### src/rtl/eth_phy_pkg.sv
// Shared definitions for the 64b/66b receive block-lock logic:
// sync header encodings, lane FSM states and the lock-loss counter width.
package eth_phy_pkg;

  localparam logic [1:0] SYNC_DATA = 2'b01;
  localparam logic [1:0] SYNC_CTRL = 2'b10;
  localparam int         CNT_WIDTH = 8;

  typedef enum logic [1:0] {
    ST_UNLOCKED  = 2'd0,
    ST_LOCKED    = 2'd1,
    ST_SLIP_WAIT = 2'd2
  } lock_state_t;

  // Only the two mixed-bit patterns are legal 64b/66b sync headers.
  function automatic logic hdr_is_valid(input logic [1:0] hdr);
    return (hdr == SYNC_DATA) || (hdr == SYNC_CTRL);
  endfunction

endpackage

### src/rtl/eth_phy_rx_block_lock_lane.sv
// Block-lock state machine for one 64b/66b lane: hunts for sync-header
// alignment, monitors the locked stream and issues bitslip requests.
module eth_phy_rx_block_lock_lane
  import eth_phy_pkg::*;
#(
  parameter int SH_WINDOW           = 64,
  parameter int INVALID_LIMIT       = 16,
  parameter int BITSLIP_HIGH_CYCLES = 1,
  parameter int BITSLIP_LOW_CYCLES  = 8
) (
  input  logic                 clk,
  input  logic                 srst,
  input  logic [1:0]           hdr,
  input  logic                 hdr_valid,
  input  logic                 clear_count,
  output logic                 bitslip,
  output logic                 block_lock,
  output logic                 block_lock_next,
  output logic [CNT_WIDTH-1:0] lock_loss_count
);

  // The UNLOCKED cycle that follows SLIP_WAIT closes the low phase, so the
  // wait state itself only covers HIGH+LOW-1 cycles. A lane fed garbage
  // therefore slips once every HIGH+LOW cycles.
  localparam int SLIP_CYCLES = (BITSLIP_LOW_CYCLES == 0) ? BITSLIP_HIGH_CYCLES
                             : BITSLIP_HIGH_CYCLES + BITSLIP_LOW_CYCLES - 1;
  localparam int SH_W   = $clog2(SH_WINDOW);
  localparam int INV_W  = $clog2(INVALID_LIMIT + 1);
  localparam int SLIP_W = $clog2(SLIP_CYCLES + 1);

  localparam logic [SH_W-1:0]   SH_LAST   = SH_W'(SH_WINDOW - 1);
  localparam logic [INV_W-1:0]  INV_LAST  = INV_W'(INVALID_LIMIT - 1);
  localparam logic [SLIP_W-1:0] SLIP_LAST = SLIP_W'(SLIP_CYCLES - 1);
  localparam logic [SLIP_W-1:0] SLIP_HIGH = SLIP_W'(BITSLIP_HIGH_CYCLES);

  lock_state_t          state_reg, state_next;
  logic [SH_W-1:0]      sh_count_reg, sh_count_next;
  logic [INV_W-1:0]     inv_count_reg, inv_count_next;
  logic [SLIP_W-1:0]    slip_count_reg, slip_count_next;
  logic [CNT_WIDTH-1:0] loss_count_reg, loss_count_next;
  logic                 bitslip_reg, bitslip_next;
  logic                 lock_reg;
  logic                 hdr_ok;
  logic                 enter_slip;
  logic                 count_loss;

  // Next-state, counter and output decode for the lane FSM.
  always_comb begin
    state_next      = state_reg;
    sh_count_next   = sh_count_reg;
    inv_count_next  = inv_count_reg;
    slip_count_next = slip_count_reg;
    loss_count_next = loss_count_reg;
    bitslip_next    = 1'b0;
    enter_slip      = 1'b0;
    count_loss      = 1'b0;
    hdr_ok          = hdr_is_valid(hdr);

    case (state_reg)
      ST_UNLOCKED: begin
        if (hdr_valid) begin
          if (!hdr_ok) begin
            enter_slip = 1'b1;
          end else if (sh_count_reg == SH_LAST) begin
            state_next     = ST_LOCKED;
            sh_count_next  = '0;
            inv_count_next = '0;
          end else begin
            sh_count_next = sh_count_reg + 1'b1;
          end
        end
      end
      ST_LOCKED: begin
        if (hdr_valid) begin
          // Reaching the invalid limit beats a simultaneous window end.
          if (!hdr_ok && (inv_count_reg == INV_LAST)) begin
            enter_slip = 1'b1;
            count_loss = 1'b1;
          end else if (sh_count_reg == SH_LAST) begin
            sh_count_next  = '0;
            inv_count_next = '0;
          end else begin
            sh_count_next = sh_count_reg + 1'b1;
            if (!hdr_ok) begin
              inv_count_next = inv_count_reg + 1'b1;
            end
          end
        end
      end
      ST_SLIP_WAIT: begin
        if (slip_count_reg == SLIP_LAST) begin
          state_next      = ST_UNLOCKED;
          slip_count_next = '0;
        end else begin
          slip_count_next = slip_count_reg + 1'b1;
          bitslip_next    = (slip_count_next < SLIP_HIGH);
        end
      end
      default: begin
        state_next = ST_UNLOCKED;
      end
    endcase

    if (enter_slip) begin
      state_next      = ST_SLIP_WAIT;
      sh_count_next   = '0;
      inv_count_next  = '0;
      slip_count_next = '0;
      bitslip_next    = 1'b1;
    end

    if (clear_count) begin
      loss_count_next = '0;
    end else if (count_loss && (loss_count_reg != '1)) begin
      loss_count_next = loss_count_reg + 1'b1;
    end
  end

  assign block_lock_next = (state_next == ST_LOCKED);

  // State, counters and registered outputs.
  always_ff @(posedge clk) begin
    if (srst) begin
      state_reg      <= ST_UNLOCKED;
      sh_count_reg   <= '0;
      inv_count_reg  <= '0;
      slip_count_reg <= '0;
      loss_count_reg <= '0;
      bitslip_reg    <= 1'b0;
      lock_reg       <= 1'b0;
    end else begin
      state_reg      <= state_next;
      sh_count_reg   <= sh_count_next;
      inv_count_reg  <= inv_count_next;
      slip_count_reg <= slip_count_next;
      loss_count_reg <= loss_count_next;
      bitslip_reg    <= bitslip_next;
      lock_reg       <= block_lock_next;
    end
  end

  assign bitslip         = bitslip_reg;
  assign block_lock      = lock_reg;
  assign lock_loss_count = loss_count_reg;

endmodule

### src/rtl/eth_phy_rx_block_lock_ml.sv
// Multi-lane 64b/66b receive block lock: one independent lock FSM per lane
// plus a registered all-lanes-locked summary.
module eth_phy_rx_block_lock_ml
  import eth_phy_pkg::*;
#(
  parameter int LANES               = 1,
  parameter int HDR_WIDTH           = 2,
  parameter int SH_WINDOW           = 64,
  parameter int INVALID_LIMIT       = 16,
  parameter int BITSLIP_HIGH_CYCLES = 1,
  parameter int BITSLIP_LOW_CYCLES  = 8
) (
  input  logic                         rx_clk,
  input  logic                         rx_rst,
  input  logic [LANES*HDR_WIDTH-1:0]   serdes_rx_hdr,
  input  logic [LANES-1:0]             serdes_rx_hdr_valid,
  input  logic                         cfg_clear_count,
  output logic [LANES-1:0]             serdes_rx_bitslip,
  output logic [LANES-1:0]             rx_block_lock,
  output logic                         rx_all_locked,
  output logic [LANES*CNT_WIDTH-1:0]   rx_lock_loss_count
);

  logic [LANES-1:0] lock_next;
  logic             all_locked_reg;

  for (genvar gi = 0; gi < LANES; gi++) begin : g_lane
    eth_phy_rx_block_lock_lane #(
      .SH_WINDOW           (SH_WINDOW),
      .INVALID_LIMIT       (INVALID_LIMIT),
      .BITSLIP_HIGH_CYCLES (BITSLIP_HIGH_CYCLES),
      .BITSLIP_LOW_CYCLES  (BITSLIP_LOW_CYCLES)
    ) u_lane (
      .clk             (rx_clk),
      .srst            (rx_rst),
      .hdr             (serdes_rx_hdr[gi*HDR_WIDTH +: 2]),
      .hdr_valid       (serdes_rx_hdr_valid[gi]),
      .clear_count     (cfg_clear_count),
      .bitslip         (serdes_rx_bitslip[gi]),
      .block_lock      (rx_block_lock[gi]),
      .block_lock_next (lock_next[gi]),
      .lock_loss_count (rx_lock_loss_count[gi*CNT_WIDTH +: CNT_WIDTH])
    );
  end

  // Summary flag built from the lanes' next lock state so it moves in the
  // same cycle as the per-lane lock bits.
  always_ff @(posedge rx_clk) begin
    if (rx_rst) begin
      all_locked_reg <= 1'b0;
    end else begin
      all_locked_reg <= &lock_next;
    end
  end

  assign rx_all_locked = all_locked_reg;

endmodule
### config.mk
export PLATFORM = sky130hd
export DESIGN_NAME = eth_phy_rx_block_lock_ml
export DESIGN_NICKNAME = d
export VERILOG_FILES = /design/src/rtl/eth_phy_pkg.sv /design/src/rtl/eth_phy_rx_block_lock_lane.sv /design/src/rtl/eth_phy_rx_block_lock_ml.sv
export SDC_FILE = /design/constraint.sdc
export NUM_CORES = 1
export LEC_CHECK = 0
export CAP_MARGIN = 20
export CORE_MARGIN = 5
export CORE_UTILIZATION = 48
export CTS_CLUSTER_SIZE = 25
export DETAILED_ROUTE_END_ITERATION = 10
export PLACE_DENSITY = 0.74
export SKIP_CTS_REPAIR_TIMING = 1
export SLEW_MARGIN = 10
export SYNTH_ARGS = -nofsm -noshare
export SYNTH_HDL_FRONTEND = slang
export SYNTH_SLANG_ARGS = --single-unit
### constraint.sdc
create_clock -name rx_clk -period 2.1 [get_ports rx_clk]
set_input_delay 0.42 -clock rx_clk [delete_from_list [all_inputs] [get_ports rx_clk]]
set_output_delay 0.42 -clock rx_clk [all_outputs]
set_load 0.02 [all_outputs]
==> results of run 1 <==
[where the power goes]
part           switching (mW)  total, mW  internal, mW
registers             0.00783      0.527         0.519
clock network           0.152      0.226        0.0743
logic                  0.0500     0.0956        0.0455
[critical path, stage by stage (launching register included)]
cell and delay, ns:
dfxtp_2 0.36, ha_2 0.17, and3_4 0.20, ha_4 0.14, and3b_2 0.21, o2111ai_4 0.14
buf_6 0.17, or4_1 0.46, a21oi_1 0.14
[cell usage after synthesis (2+ instances only)]
cell	n
dfxtp_1	27
a21oi_1	16
nand2_1	14
o21ai_0	8
nand3_1	7
nor2_1	7
ha_1	5
or3_1	5
xor2_1	5
and3_1	4
inv_1	4
nor2b_1	4
o31ai_1	4
or4_1	4
a31oi_1	3
nand3b_1	3
o211ai_1	3
a211oi_1	2
clkbuf_1	2
mux2i_1	2
nand2b_1	2
nand4_1	2
nor3_1	2
or2_2	2
[layer usage]
layer / up-vias / GRT usage (%)
li1: 639 / -
met1: 625 / 19.0
met2: 35 / 28.5
met3: 0 / 3.24
met4: 0 / 7.16
met5: - / 0
[per-stage QoR]
| stage | area, um^2 | power (mW) | hold WS [ns] |
|---|---|---|---|
| floorplan | 1340 | 0.581 | 0.448 |
| global placement | 1650 | 0.626 | 0.458 |
| detailed placement | 1650 | 0.630 | 0.474 |
| CTS | 1670 | 0.855 | 0.499 |
| global route | 1740 | 0.892 | 0.515 |
| finish | 1740 | 0.848 | 0.504 |
[cells by family after synthesis]
kind of cell,Yosys count
xor gates and xnor gates,6
AOI/OAI and AO/OA,44
buffers and inverters,9
adders and majority gates,5
muxes,2
and+or+nand+nor,60
DFF,27
[layout make-up]
class                      count  area (um^2)  area share [%]
clock buffer                   4         26.3            1.51
tap                           31         38.8            2.23
inverter                       4         15.0           0.864
timing repair buffer          35          304            17.5
multi-input combinational    117          811            46.7
sequential                    27          543            31.2
[worst paths after layout]
path                                              startpoint                                                to  cells after the start
min reg2reg  g_lane[0].u_lane.slip_count_reg[0]$_SDFFE_PP0N_   g_lane[0].u_lane.slip_count_reg[0]$_SDFFE_PP0N_                      2
min          g_lane[0].u_lane.slip_count_reg[0]$_SDFFE_PP0N_   g_lane[0].u_lane.slip_count_reg[0]$_SDFFE_PP0N_                      2
max reg2reg   g_lane[0].u_lane.inv_count_reg[0]$_SDFFE_PP0P_  g_lane[0].u_lane.lock_loss_count[7]$_SDFFE_PP0P_                      8
max           g_lane[0].u_lane.inv_count_reg[0]$_SDFFE_PP0P_  g_lane[0].u_lane.lock_loss_count[7]$_SDFFE_PP0P_                      8
==> results_dict.tcl, run 1 <==
set metrics [dict create \
    synth-xor-area-share_pct 3.99 \
    synth.distinct_cells 40 \
    status "finished, final reports clean" \
    finalHoldViolCount 0 \
    routed.top_layer "met3" \
    hpwl_um 2350 \
    n_fill_cell 241 \
    track_usage_pct 16.3 \
    ir_worst_vdd_mv 0.361 \
    dp.cells 213 \
    place_ws_ns -0.217 \
    stdcell_count 218 \
    core_area_um2 2690 \
    yosysWarnings 0 \
    post-route-util_pct 64.7 \
    antenna_found_initial 0 \
    die_y_um 62.4 \
    synth_cells 153 \
    layout_common_cells "dfxtp_1 (25), buf_4 (17), a21oi_1 (16), clkdlybuf4s50_1 (16), nand2_1 (14)" \
    synth_compound_area_share_pct 20.4 \
    drtIter0Drc 82 \
    ctsRootBufferMaster "clkbuf_4" \
    largest_reg_flops 8 \
    worst_slew_pin_slew_ns 0.372 \
    final_common_cell "dfxtp_1" \
    die_x_um 62.4 \
    critPathKind "reg -> reg" \
    grt_pass1_wl_um 5380 \
    yosysSeqAreaShare_pct 41.0 \
    m1WireLength_um 1440 \
    cts_max_level 1 \
    timing.final.ws_setup_ns 0.0678 \
    dr.pass1.iters 4 \
    postRouteWirelength_um 3300 \
    cts_sinks 27 \
    setup_viol 0 \
    synthAdderAreaFrac_pct 4.75 \
    synth.largest_area_cell "dfxtp_1" \
    grt_max_degree 15 \
    cts_made_buffers 3 \
    power_density_nw_per_um2 488 \
    layout.nets 199 \
    clk_path_buf_depth 2 \
    startpoint_type "flip-flop" \
    synth_top_area_share_pct 41.0 \
    syn-num-nets 164 \
    vias 1299 \
    clk_pin_slew_ns 0.15 \
    met2_length_um 1730 \
    syn2layout_area_growth_pct 31.9 \
    antenna_left 0 \
    avgSynthCellArea_um2 8.61 \
    place.gp.congestion 0.777 \
    r2r_slack_ns 0.07 \
    endpoint_kind "flip-flop" \
    max_freq_ghz 0.492 \
    post-route-period-util_pct 96.8 \
    p_leak_nw 0.596 \
    cts_tree "built" \
    maxCapViolCount 0 \
    avgRoutedWirePerCell_um 15.1 \
    grt-ovfl-total 0 \
    io_buffers 16 \
    synth_top_family_by_area "simple AND/OR/NAND/NOR gates" \
    rows 19 \
    wl_met3_um 136 \
    drc 0 \
    relSlewSlack_pct 75.1 \
    antennaDiodeCount 0 \
    finalCriticalPeriod_ns 2.03 \
    final_max_slew_viol_count 0 \
    synth_edf_count 0 \
    crit_required_ns 2.36 \
    drive_gt1_share_pct 19.8 \
    tns_ns 0 \
    ys_ff_latch 27 \
    ys_top_cells_by_area "dfxtp_1 (41%), a21oi_1 (6.1%), ha_1 (4.7%), nand2_1 (4.0%), xor2_1 (3.3%)" \
    grt_pass1_vias 1218 \
    yosys.area_share.simple_pct 25.4 \
    hp-class "reg -> reg" \
    start_util_pct 49.0 \
    critPathArrivalTime_ns 2.30 \
    crit_fanout 5 \
    async_flop_share_pct 0 \
    ys.flop_type "dfxtp_1" \
    ios 17 \
    dieArea_um2 3890 \
    finClkSkew_ns 0.00528 \
    synthMuxAreaShare_pct 1.52 \
    insertion_delay_ns 0.32 \
    via_per_inst 5.96 \
    syn_area_um2 1320 \
]
No activity file was read; power rests on OpenSTA's default activity.
==> run 2, diff against run 1 <==
--- a/config.mk
+++ b/config.mk
@@ -5,9 +5,10 @@
 export SDC_FILE = /design/constraint.sdc
 export NUM_CORES = 1
 export LEC_CHECK = 0
+export ABC_AREA = 1
 export CAP_MARGIN = 20
 export CORE_MARGIN = 5
-export CORE_UTILIZATION = 48
+export CORE_UTILIZATION = 49
 export CTS_CLUSTER_SIZE = 25
 export DETAILED_ROUTE_END_ITERATION = 10
 export PLACE_DENSITY = 0.74
==> results_dict.tcl, run 2 <==
set metrics [dict create \
    intPower_uw 628 \
    ys.flop_type "dfxtp_1" \
    syn_area_um2 1490 \
    netSwitchingFraction_pct 25.4 \
    yosysSeqAreaShare_pct 36.2 \
    synthMuxAreaShare_pct 0 \
    dr.pass1.iters 4 \
    p_comb_share_pct 10.5 \
    routed.top_layer "met4" \
    syn2layout_area_growth_pct 14.8 \
    finClkSkew_ns 0.00197 \
    crit_required_ns 2.33 \
    p_leak_nw 0.692 \
    worst_slew_pin_slew_ns 0.339 \
    synth.distinct_cells 29 \
    clk_path_buf_depth 2 \
    drtIter0Drc 64 \
    status "finished, final reports clean" \
    drive_gt1_share_pct 10.1 \
    antennaDiodeCount 0 \
    finalCriticalPeriod_ns 1.83 \
    syn-num-nets 230 \
    largest_reg_flops 8 \
    m1WireLength_um 1410 \
    ys_ff_latch 27 \
    async_flop_share_pct 0 \
    clockPowerShare_pct 26.4 \
    post-route-period-util_pct 87.2 \
    core_area_um2 2980 \
    dieArea_um2 4250 \
    grt_pass1_vias 1142 \
    hp-class "reg -> reg" \
    cts_made_buffers 3 \
    start_util_pct 50.1 \
    track_usage_pct 13.6 \
    drc 0 \
    synth_compound_area_share_pct 8.38 \
    synth-xor-area-share_pct 3.52 \
    yosysMostFrequentCell "nand2_1" \
    synth_cells 219 \
    ios 17 \
    ir_worst_vdd_mv 0.332 \
    insertion_delay_ns 0.31 \
    cts_sinks 27 \
    synth_edf_count 0 \
    setup_viol 0 \
    cts_max_level 1 \
    tns_ns 0 \
    synth.largest_area_cell "dfxtp_1" \
    synth_top_family_by_area "simple AND/OR/NAND/NOR gates" \
    layout_common_cells "nand2_1 (53), nor2_1 (38), inv_1 (29), dfxtp_1 (27), clkdlybuf4s50_1 (16)" \
    synthAdderAreaFrac_pct 4.19 \
    power_frac_seq_pct 63.1 \
    vias 1303 \
    r2r_slack_ns 0.27 \
    synth_top_area_share_pct 36.2 \
    antenna_found_initial 0 \
    die_y_um 65.2 \
    rows 20 \
    endpoint_kind "flip-flop" \
    net-switching-power_uw 213 \
    final_max_slew_viol_count 0 \
    rsz0062_at_grt "no" \
    clk_pin_slew_ns 0.14 \
    antenna_left 0 \
    final_common_cell "nand2_1" \
    wl_met3_um 80 \
    finalPower_uw 842 \
    io_buffers 16 \
    yosys.area_share.simple_pct 38.4 \
    power_density_nw_per_um2 491 \
    max_freq_ghz 0.546 \
    via_per_inst 4.81 \
    grt_max_degree 15 \
    maxCapViolCount 0 \
    ys_top_cells_by_area "dfxtp_1 (36%), nand2_1 (13%), nor2_1 (9.6%), inv_1 (7.3%), ha_1 (4.2%)" \
    avgRoutedWirePerCell_um 9.94 \
    yosysWarnings 0 \
    layout.nets 250 \
    startpoint_type "flip-flop" \
    met2_length_um 1160 \
    crit_fanout 9 \
    critPathArrivalTime_ns 2.06 \
    die_x_um 65.2 \
    cts_tree "built" \
    place.gp.congestion 0.797 \
    postRouteWirelength_um 2690 \
    relSlewSlack_pct 77.4 \
    critPathKind "reg -> reg" \
    finalHoldViolCount 0 \
    grt_pass1_wl_um 4630 \
    avgSynthCellArea_um2 6.82 \
    grt-ovfl-total 0 \
    hpwl_um 2130 \
    synthTopCellsByCount "nand2_1 (53), nor2_1 (38), inv_1 (29)" \
    ctsRootBufferMaster "clkbuf_4" \
]
## run 2: metrics by stage
step / util (%) / cell area (um^2) / setup slack, ns / hold slack, ns / instances
final: 57.5 / 1710 / 0.268 / 0.496 / 271
after CTS: 57.5 / 1710 / 0.256 / 0.496 / 271
after floorplan: - / 1490 / 0.507 / 0.450 / 219
after global routing: 57.5 / 1710 / 0.0916 / 0.525 / 271
after detailed placement: 56.6 / 1690 / 0.196 / 0.473 / 267
after global placement: 56.6 / 1690 / 0.206 / 0.475 / 267
## run 2: worst paths after layout
check / end / startpoint / cells past startpoint
setup / recovery: g_lane[0].u_lane.inv_count_reg[2]$_SDFFE_PP0P_ / g_lane[0].u_lane.inv_count_reg[0]$_SDFFE_PP0P_ / 13
hold / removal: g_lane[0].u_lane.sh_count_reg[2]$_SDFFE_PP0P_ / g_lane[0].u_lane.sh_count_reg[2]$_SDFFE_PP0P_ / 2
setup reg to reg: g_lane[0].u_lane.inv_count_reg[2]$_SDFFE_PP0P_ / g_lane[0].u_lane.inv_count_reg[0]$_SDFFE_PP0P_ / 13
hold reg to reg: g_lane[0].u_lane.sh_count_reg[2]$_SDFFE_PP0P_ / g_lane[0].u_lane.sh_count_reg[2]$_SDFFE_PP0P_ / 2
## run 2: final cells by class
cell class | instances | area (um^2)
tap | 33 | 41.3
timing repair buffer | 16 | 160
clock buffer | 4 | 26.3
multi-input combinational | 157 | 813
inverter | 34 | 131
sequential | 27 | 541
fill | 289 | 1260
## run 2: worst max-delay path: stages, from the launching register on
cell and delay (ns):
dfxtp_1 0.41, ha_1 0.19, nand2_1 0.07, nor2_1 0.11, ha_1 0.20, inv_1 0.05, nand2_1 0.10, nand2_2 0.08
nand2_2 0.17, inv_4 0.09, nand3_4 0.11, inv_1 0.05, nor2_1 0.08, nor2_1 0.05
## run 2: per-layer routing
layer	track usage [%]	up-vias
met5	0	-
met4	6.22	0
met3	3.08	4
met2	21.1	12
met1	17.9	564
li1	-	723
## run 2: kinds of logic (layout without fill, tap and decap cells)
kind of cell | Yosys count | count (layout)
AND/OR/NAND/NOR | 124 | 124
buffers and inverters | 35 | 54
flip-flops | 27 | 27
AO/OA/AOI/OAI | 22 | 22
XOR/XNOR | 6 | 6
adder cells (fa/ha/maj) | 5 | 5
## run 2: power groups by stage
stage	logic [mW]	clock network, mW	registers [mW]
2_1_floorplan	0.0614	0	0.542
3_3_place_gp	0.0878	0	0.543
3_5_place_dp	0.0894	0	0.542
4_1_cts	0.0895	0.238	0.531
5_1_grt	0.0994	0.259	0.533
6_report	0.0885	0.222	0.531
